==> src/rtl/spi_ram_pkg.sv <==
// Shared constants, FSM state type and byte-order helper for the SPI RAM arbiter.
package spi_ram_pkg;

  localparam int FRAME_BITS     = 64;
  localparam int WIRE_ADDR_BITS = 24;

  localparam logic [7:0] CMD_READ  = 8'h03;
  localparam logic [7:0] CMD_WRITE = 8'h02;

  typedef enum logic [1:0] {
    IDLE,
    SHIFT,
    DONE
  } state_e;

  typedef enum logic {
    PORT_A,
    PORT_B
  } port_e;

  // Data travels least-significant byte first, so the wire image is the byte-reversed word.
  function automatic logic [31:0] byte_swap32(input logic [31:0] w);
    return {w[7:0], w[15:8], w[23:16], w[31:24]};
  endfunction

endpackage

==> src/rtl/spi_ram_shifter.sv <==
// SPI mode-0 frame engine: one load cycle after start, then 64 bits at 2 clk per bit,
// then chip select released. Exposes the last 32 MISO bits including the final sample.
module spi_ram_shifter
  import spi_ram_pkg::*;
(
  input  logic                  clk,
  input  logic                  resetn,
  input  logic                  start_i,
  input  logic [FRAME_BITS-1:0] frame_i,
  output logic                  last_o,
  output logic [31:0]           rx_word_o,
  output logic                  sck_o,
  output logic                  cs_n_o,
  output logic                  mosi_o,
  input  logic                  miso_i
);

  logic [FRAME_BITS-1:0] frame_q, frame_d;
  logic [31:0]           rx_q, rx_d, rx_next;
  logic [7:0]            cnt_q, cnt_d;
  logic                  run_q, run_d;
  logic                  sck_q, sck_d;
  logic                  cs_n_q, cs_n_d;
  logic                  mosi_q, mosi_d;

  // cnt_q indexes half-bit slots: even = phase 0 (sck low), odd = phase 1 (sck high), 128 = release.
  always_comb begin
    frame_d = frame_q;
    rx_d    = rx_q;
    cnt_d   = cnt_q;
    run_d   = run_q;
    sck_d   = sck_q;
    cs_n_d  = cs_n_q;
    mosi_d  = mosi_q;
    rx_next = {rx_q[30:0], miso_i};

    if (start_i) begin
      frame_d = frame_i;
      cnt_d   = 8'd0;
      run_d   = 1'b1;
    end else if (run_q) begin
      cnt_d = cnt_q + 8'd1;
      if (cnt_q != 8'd0 && !cnt_q[0]) begin
        rx_d = rx_next;
      end
      if (cnt_q == 8'd128) begin
        run_d  = 1'b0;
        cs_n_d = 1'b1;
        sck_d  = 1'b0;
        mosi_d = 1'b0;
      end else begin
        cs_n_d = 1'b0;
        if (!cnt_q[0]) begin
          sck_d  = 1'b0;
          mosi_d = frame_q[FRAME_BITS-1];
        end else begin
          sck_d   = 1'b1;
          frame_d = {frame_q[FRAME_BITS-2:0], 1'b0};
        end
      end
    end
  end

  always_ff @(posedge clk or negedge resetn) begin
    if (!resetn) begin
      frame_q <= '0;
      rx_q    <= '0;
      cnt_q   <= '0;
      run_q   <= 1'b0;
      sck_q   <= 1'b0;
      cs_n_q  <= 1'b1;
      mosi_q  <= 1'b0;
    end else begin
      frame_q <= frame_d;
      rx_q    <= rx_d;
      cnt_q   <= cnt_d;
      run_q   <= run_d;
      sck_q   <= sck_d;
      cs_n_q  <= cs_n_d;
      mosi_q  <= mosi_d;
    end
  end

  assign last_o    = run_q && (cnt_q == 8'd128);
  assign rx_word_o = rx_next;
  assign sck_o     = sck_q;
  assign cs_n_o    = cs_n_q;
  assign mosi_o    = mosi_q;

endmodule

==> src/rtl/spi_ram_arbiter.sv <==
// Two-port arbiter in front of an SPI RAM; one 64-bit word frame per transaction.
// Define SPI_RAM_ARB_RR_EN for round-robin arbitration; default is fixed priority to port A.
module spi_ram_arbiter
  import spi_ram_pkg::*;
#(
  parameter int ADDR_BITS = 24
) (
  input  logic                 clk,
  input  logic                 resetn,
  input  logic                 a_valid,
  input  logic                 a_we,
  input  logic [ADDR_BITS-1:0] a_addr,
  input  logic [31:0]          a_wdata,
  output logic                 a_ready,
  output logic [31:0]          a_rdata,
  input  logic                 b_valid,
  input  logic                 b_we,
  input  logic [ADDR_BITS-1:0] b_addr,
  input  logic [31:0]          b_wdata,
  output logic                 b_ready,
  output logic [31:0]          b_rdata,
  output logic                 spi_clk_ram,
  output logic                 spi_cs_n_ram,
  output logic                 spi_mosi_ram,
  input  logic                 spi_miso_ram
);

  state_e                    state_q, state_d;
  port_e                     grant_q, grant_d, winner;
  logic                      we_q, we_d;
  logic [31:0]               a_rdata_q, a_rdata_d, b_rdata_q, b_rdata_d;
  logic                      sel_we;
  logic [WIRE_ADDR_BITS-1:0] sel_addr;
  logic [31:0]               sel_wdata;
  logic [FRAME_BITS-1:0]     frame;
  logic                      start, last;
  logic [31:0]               rx_word;

`ifdef SPI_RAM_ARB_RR_EN
  port_e last_grant_q, last_grant_d;

  always_comb begin
    if (a_valid && b_valid) begin
      winner = (last_grant_q == PORT_A) ? PORT_B : PORT_A;
    end else begin
      winner = a_valid ? PORT_A : PORT_B;
    end
    last_grant_d = start ? winner : last_grant_q;
  end

  always_ff @(posedge clk or negedge resetn) begin
    if (!resetn) begin
      last_grant_q <= PORT_B;
    end else begin
      last_grant_q <= last_grant_d;
    end
  end
`else
  assign winner = a_valid ? PORT_A : PORT_B;
`endif

  always_comb begin
    sel_we    = (winner == PORT_A) ? a_we : b_we;
    sel_addr  = (winner == PORT_A) ? WIRE_ADDR_BITS'(a_addr) : WIRE_ADDR_BITS'(b_addr);
    sel_wdata = (winner == PORT_A) ? a_wdata : b_wdata;
    frame     = {sel_we ? CMD_WRITE : CMD_READ, sel_addr,
                 sel_we ? byte_swap32(sel_wdata) : 32'h0};
  end

  always_comb begin
    state_d   = state_q;
    grant_d   = grant_q;
    we_d      = we_q;
    a_rdata_d = a_rdata_q;
    b_rdata_d = b_rdata_q;
    start     = 1'b0;
    case (state_q)
      IDLE: begin
        if (a_valid || b_valid) begin
          start   = 1'b1;
          grant_d = winner;
          we_d    = sel_we;
          state_d = SHIFT;
        end
      end
      SHIFT: begin
        if (last) begin
          state_d = DONE;
          if (!we_q) begin
            if (grant_q == PORT_A) a_rdata_d = byte_swap32(rx_word);
            else                   b_rdata_d = byte_swap32(rx_word);
          end
        end
      end
      DONE:    state_d = IDLE;
      default: state_d = IDLE;
    endcase
  end

  always_ff @(posedge clk or negedge resetn) begin
    if (!resetn) begin
      state_q   <= IDLE;
      grant_q   <= PORT_A;
      we_q      <= 1'b0;
      a_rdata_q <= '0;
      b_rdata_q <= '0;
    end else begin
      state_q   <= state_d;
      grant_q   <= grant_d;
      we_q      <= we_d;
      a_rdata_q <= a_rdata_d;
      b_rdata_q <= b_rdata_d;
    end
  end

  assign a_ready = (state_q == DONE) && (grant_q == PORT_A);
  assign b_ready = (state_q == DONE) && (grant_q == PORT_B);
  assign a_rdata = a_rdata_q;
  assign b_rdata = b_rdata_q;

  spi_ram_shifter u_shifter (
    .clk       (clk),
    .resetn    (resetn),
    .start_i   (start),
    .frame_i   (frame),
    .last_o    (last),
    .rx_word_o (rx_word),
    .sck_o     (spi_clk_ram),
    .cs_n_o    (spi_cs_n_ram),
    .mosi_o    (spi_mosi_ram),
    .miso_i    (spi_miso_ram)
  );

endmodule
==> config.mk <==
export PLATFORM = sky130hd
export DESIGN_NAME = spi_ram_arbiter
export DESIGN_NICKNAME = d
export VERILOG_FILES = /design/src/rtl/spi_ram_pkg.sv /design/src/rtl/spi_ram_shifter.sv /design/src/rtl/spi_ram_arbiter.sv
export SDC_FILE = /design/constraint.sdc
export NUM_CORES = 1
export LEC_CHECK = 0
export CORE_AREA = 3 3 127 129
export CTS_BUF_LIST = sky130_fd_sc_hd__clkbuf_2
export DETAILED_ROUTE_END_ITERATION = 8
export DIE_AREA = 0 0 130 132
export PLACE_DENSITY = 0.78
export SYNTH_ARGS = -nofsm -noshare
export SYNTH_HDL_FRONTEND = slang
export SYNTH_SLANG_ARGS = --single-unit
==> constraint.sdc <==
create_clock -name clk -period 3.2 [get_ports clk]
set_input_delay 0.64 -clock clk [delete_from_list [all_inputs] [get_ports clk]]
set_output_delay 0.64 -clock clk [all_outputs]
set_load 0.01 [all_outputs]
## Word level (Yosys, flattened, before mapping)

Cells that the tools add are included.

| word-level totals | value |
|---|---|
| bits of input ports | 119 |
| output and inout port bits | 69 |
| register bits | 175 |

| operators by class | value |
|---|---|
| reductions and logical operators | 18 |
| bitwise operators | 3 |
| multiplexer cells | 25 |
| add/sub/neg operators | 1 |
| equality and inequality tests | 7 |

Operator list:

| cell | count |
|---|---|
| $mux 64 | 4 |
| $mux 32 | 2 |
| $mux 24 | 1 |
| $mux 8 | 2 |
| $mux 1 | 13 |
| $reduce_and 3->1 | 3 |
| $add 8x1->8 const B | 1 |
| $eq 8x8->1 const B | 1 |
| $ne 2x2->1 const B | 4 |
| $reduce_and 4->1 | 2 |
| $reduce_bool 8->1 | 1 |
| $reduce_and 2->1 | 3 |
| $logic_and 1x1->1 | 4 |
| $mux 2 | 2 |
| $pmux 2 s2 | 1 |
| $reduce_bool 2->1 | 2 |
| $not 1->1 | 3 |
| $eq 2x1->1 const B | 1 |
| $eq 2x2->1 const B | 1 |
| $logic_not 2->1 | 1 |
| $logic_not 1->1 | 1 |
| $logic_or 1x1->1 | 1 |

## Depth between registers and ports, before layout

| logic depth | value |
|---|---|
| depth in word-level cells | 5 |
| mapped depth | 10 |
| depth with buffers taken out | 6 |

## By module

A second synthesis with hierarchy kept.

| unflattened totals | value |
|---|---|
| cell total of the unflattened synthesis | 666 |
| area, all modules | 8877.3 sq um |

Modules (own cells, without submodules):

| module | sequential area each (sq um) | area an instance (sq um) | times used | cells each |
|---|---|---|---|---|
| spi_ram_shifter | 2678.8 | 5525.3 | 1 | 413 |
| spi_ram_arbiter | 1701.6 | 3352.0 | 1 | 253 |

## Least setup slack after synthesis

Ideal clock, no wire load.

| timing path | value |
|---|---|
| kind | register -> register |
| from | register u_shifter.cnt_q[4] |
| to | register b_rdata_q[0] (netlist: b_rdata[0]) |
| period minus slack after synthesis | 2586 ps |
| slack | 614 ps |
| stages on the path, launching flop included | 8 |
| buffers on the path | 3 |
| library setup time | 125 ps |
| arrival | 2461 ps |
| cell sequence | dfrtp_1 -> or4_4 -> or3_1 -> buf_2 -> or4_4 -> buf_6 -> buf_6 -> mux2_4 |

| between the ends | value |
|---|---|
| cells in the longest elaborated chain, start to end | 3 |

RTL lines:

| element | RTL line | text |
|---|---|---|
| from (decl) | spi_ram_shifter.sv:20 | `logic [7:0] cnt_q, cnt_d;` |
| from (signal assigned) | spi_ram_shifter.sv:76 | `cnt_q <= cnt_d;` |
| $eq 8x8->1 | spi_ram_shifter.sv:84 | `assign last_o = run_q && (cnt_q == 8'd128);` |
| $logic_and 1x1->1 | spi_ram_shifter.sv:84 |  |
| $reduce_and 4->1 (no source line) | - |  |
| to (signal assigned) | spi_ram_arbiter.sv:112 | `b_rdata_q <= b_rdata_d;` |
| to (decl) | spi_ram_arbiter.sv:31 | `logic [31:0] a_rdata_q, a_rdata_d, b_rdata_q, b_rdata_d;` |

Every way passes these cells.
A chain may end at the register's enable or synchronous reset.

## Worst setup path after layout

| timing path | value |
|---|---|
| from | register u_shifter.cnt_q[5] |
| to | register b_rdata_q[9] (netlist: b_rdata[9]) |

The elaborated chain is that of the path after synthesis.

==> reports/qor.log <==
INFO  pwr            pwr_density=760mW/mm2
INFO  global_routing wire_length_of_the_first_global_routing_pass=28.5mm
INFO  place          dp_hpwl=12.1mm
INFO  worst_setup_path critical_path_arrival=3.51ns
INFO  yosys          synth_edf_count=0
INFO  worst_setup_path worstPathCellList=or4_4, or3_1, or4_4, mux2_4
INFO  place          placer_s_final_routability_congestion_estimate=0.762
INFO  pwr            ir_drop=0.000419V
INFO  global_routing via_count_of_the_first_global_routing_pass=5672
INFO  timing         max_clock_freq=0.348GHz
INFO  yosys          avgSynthCellArea=12.6um2
INFO  routing        post_drt_via_cell_ratio=5.68
INFO  timing         final_worst_clock_skew=0.0308ns
INFO  clocking       cts-resized-gates=0
INFO  worst_setup_path r2r_path_start=u_shifter.cnt_q[5]
INFO  worst_setup_path worstPathBufferInverterCount=0
INFO  timing         slew_headroom=0.570
INFO  clocking       htreeDepth=4
INFO  yosys          synth_async_sr_flop_share=1.00
INFO  die            start_util=0.517
INFO  yosys          synth.lib_cells_used.distinct=41
INFO  worst_setup_path critical_path.endpoint_type=flip-flop
INFO  cells_and_area drive_gt1_frac=0.228
INFO  worst_setup_path timing.critical_path.max_delay_family=simple AND/OR/NAND/NOR gates
INFO  worst_setup_path worstSetupPathType=flip-flop to flip-flop
INFO  worst_setup_path r2r_setup_slack=0.32ns
INFO  clocking       clkLatencyLatePin=0.73ns
INFO  die            boundaryPins=188
INFO  cells_and_area ant_cells=0
INFO  worst_setup_path crit_path_frequent_cell=or4_4
INFO  hold_path      min_path_type=input port to asynchronous set/reset pin
INFO  routing        via_count_of_the_routed_design=5651
INFO  clocking       numCtsBuffers=17
INFO  routing        drt_first_iter_violations=405
INFO  clocking       clk_root_buffer_cell=clkbuf_2
INFO  routing        wl=17.3mm
INFO  routing        drt-wirelength-per-cell=17.4um
INFO  yosys          synthesis.instances=621
INFO  die            die_height=132um
INFO  clocking       clockBufferDepth=2
INFO  global_routing grt_max_degree=81
INFO  global_routing grt_antenna_before_repair=0
INFO  routing        drt_pre_antenna_iters=5
INFO  yosys          synth_sequential_area_ratio=0.560
INFO  timing         final.setup.tns=0ns
INFO  yosys          synth_fp_nets=742
INFO  pwr            leakage=4.57nW
INFO  timing         worst-slew-pin-transition=0.646ns
INFO  clocking       worst_path_clk_slew=0.22ns
INFO  clocking       clock_sink_count=175
INFO  timing         finalHoldWorstSlack=0.437ns
INFO  yosys          ys.flop_type=dfrtp_1
INFO  worst_setup_path startpoint_type=flip-flop
INFO  routing        ant_nets=0
INFO  timing         hold_viol=0
INFO  global_routing groute.usage.overall=0.206
INFO  yosys          mapped_area=0.00783mm2
INFO  die            fp.dieW=130um
INFO  yosys          synth_seq_cells=175
INFO  yosys          synth.yosys.warnings=0
INFO  worst_setup_path critPathMaxFanout=32
INFO  timing         report.final.slew_viol_count=0
INFO  worst_setup_path worst_ep_required_time=3.83ns
INFO  worst_setup_path worst_r2r_endpoint=b_rdata[9]
INFO  timing         rsz0062_at_grt=false
INFO  timing         finalSetupViolCount=0
INFO  worst_setup_path critical-path-max-stage-delay=0.83ns
INFO  place          io_buffer_count=187
INFO  cells_and_area final_core_utilization=0.672
INFO  clocking       cts_tree=yes
INFO  job            max_cap_violations=0
INFO  worst_setup_path critical_path_depth=4
INFO  outcome        outcome=completed
INFO  cells_and_area layout.cells.most_common=clkdlybuf4s50_1
INFO  die            die_area=0.0172mm2
INFO  cells_and_area mostFrequentLayoutCells=clkdlybuf4s50_1, dfrtp_1, mux2_2, a21oi_1, a22oi_1
INFO  worst_setup_path endpoint=b_rdata[9]
INFO  worst_setup_path critPathLaunch=u_shifter.cnt_q[5]
INFO  timing         min_period=2.88ns
INFO  timing         final_min_period_over_clock_period=0.899
INFO  cells_and_area design.final.nets=917
INFO  routing        drcViolationCount=0
INFO  cells_and_area area.growth.synth_to_final=30.1%
INFO  die            placement_rows=45
INFO  worst_setup_path cell_with_the_largest_stage_delay_on_the_worst_path=or4_4
INFO  worst_setup_path r2r_cells=4
INFO  die            design.core.area=0.0151mm2
INFO  global_routing globalRoute.totalOverflow=0
==> state kept, by name (all words and copies together), names as in the netlist <==
| signal | count |
|---|---|
| u_shifter.cnt_q | 8 |
| u_shifter.frame_q | 64 |
| u_shifter.rx_q | 31 |
| u_shifter.cs_n_o | 1 |
| u_shifter.run_q | 1 |
| u_shifter.sck_o | 1 |
| u_shifter.mosi_o | 1 |
| a_rdata | 32 |
| b_rdata | 32 |
| we_q | 1 |
| state_q | 2 |
| grant_q | 1 |
==> where the power goes <==
part | leakage, nW | switching (mW) | total, mW | internal [mW]
clock | 0.152 | 0.728 | 1.24 | 0.514
combinational | 2.19 | 1.51 | 3.06 | 1.55
sequential | 2.22 | 0.526 | 3.44 | 2.91
total | 4.57 | 2.77 | 7.74 | 4.97
==> layer usage <==
| layer | routed length (um) | track usage |
|---|---|---|
| met1 | 7650 | 0.287 |
| met2 | 8300 | 0.324 |
| met3 | 1130 | 0.0511 |
| met4 | 185 | 0.0554 |
| met5 | 0 | 0 |
==> stage by stage <==
step / setup slack [ns] / area [um2] / instances / total power [mW]
after CTS: 0.358 / 10200 / 995 / 7.78
after detailed placement: 0.362 / 9910 / 964 / 6.55
after global routing: 0.273 / 10200 / 995 / 8.28
after floorplan: 0.614 / 7830 / 621 / 5.53
after global placement: 0.437 / 9910 / 964 / 6.36
final: 0.324 / 10200 / 995 / 7.74
==> synth_stat cells (all sizes together), types with 4 or more instances <==
| library cell | number | share of area |
|---|---|---|
| a21oi | 56 | 0.036 |
| a22o | 7 | 0.0078 |
| a22oi | 52 | 0.050 |
| buf | 12 | 0.010 |
| clkbuf | 35 | 0.017 |
| dfrtp | 174 | 0.56 |
| inv | 5 | 0.0024 |
| mux2 | 127 | 0.20 |
| mux2i | 23 | 0.029 |
| nand2 | 30 | 0.014 |
| nand3 | 6 | 0.0038 |
| nor2 | 16 | 0.0077 |
| nor2b | 4 | 0.0032 |
| nor3 | 35 | 0.022 |
| xor2 | 6 | 0.0067 |
==> worst min-delay path by stage <==
stage	to	from	slack, ns	depth (start not counted)
floorplan	a_rdata[0]	resetn	0.34	0
global placement	u_shifter.sck_o	u_shifter.sck_o	0.47	1
detailed placement	u_shifter.frame_q[58]	u_shifter.frame_q[57]	0.49	1
CTS	a_rdata[24]	resetn	0.40	2
global route	a_rdata[24]	resetn	0.41	2
finish	a_rdata[24]	resetn	0.44	2
==> cells by family (layout without fill, tap and decap cells) <==
| group | after synthesis | after routing | synth area share |
|---|---|---|---|
| mux | 150 | 150 | 0.226 |
| xor+xnor | 7 | 7 | 0.00783 |
| flops | 175 | 175 | 0.560 |
| simple gates | 103 | 103 | 0.0641 |
| fa+ha+maj | 2 | 2 | 0.00320 |
| compound gates | 132 | 132 | 0.109 |
| buf+inv | 52 | 238 | 0.0294 |
==> layout make-up <==
| class | instances | area [um2] |
|---|---|---|
| Fill cell | 1136 | 4960 |
| Sequential cell | 175 | 4380 |
| Multi-Input combinational cell | 394 | 3270 |
| Timing Repair Buffer | 203 | 2020 |
| Tap cell | 188 | 235 |
| Clock inverter | 10 | 165 |
| Clock buffer | 20 | 100 |
| Inverter | 5 | 18.8 |
==> timing repair <==
action                                 CTS  global route
hold buffers                             1             0
endpoints found under the hold margin   64             0
buffers inserted                         0             0
No activity file was read; power rests on OpenSTA's default activity.
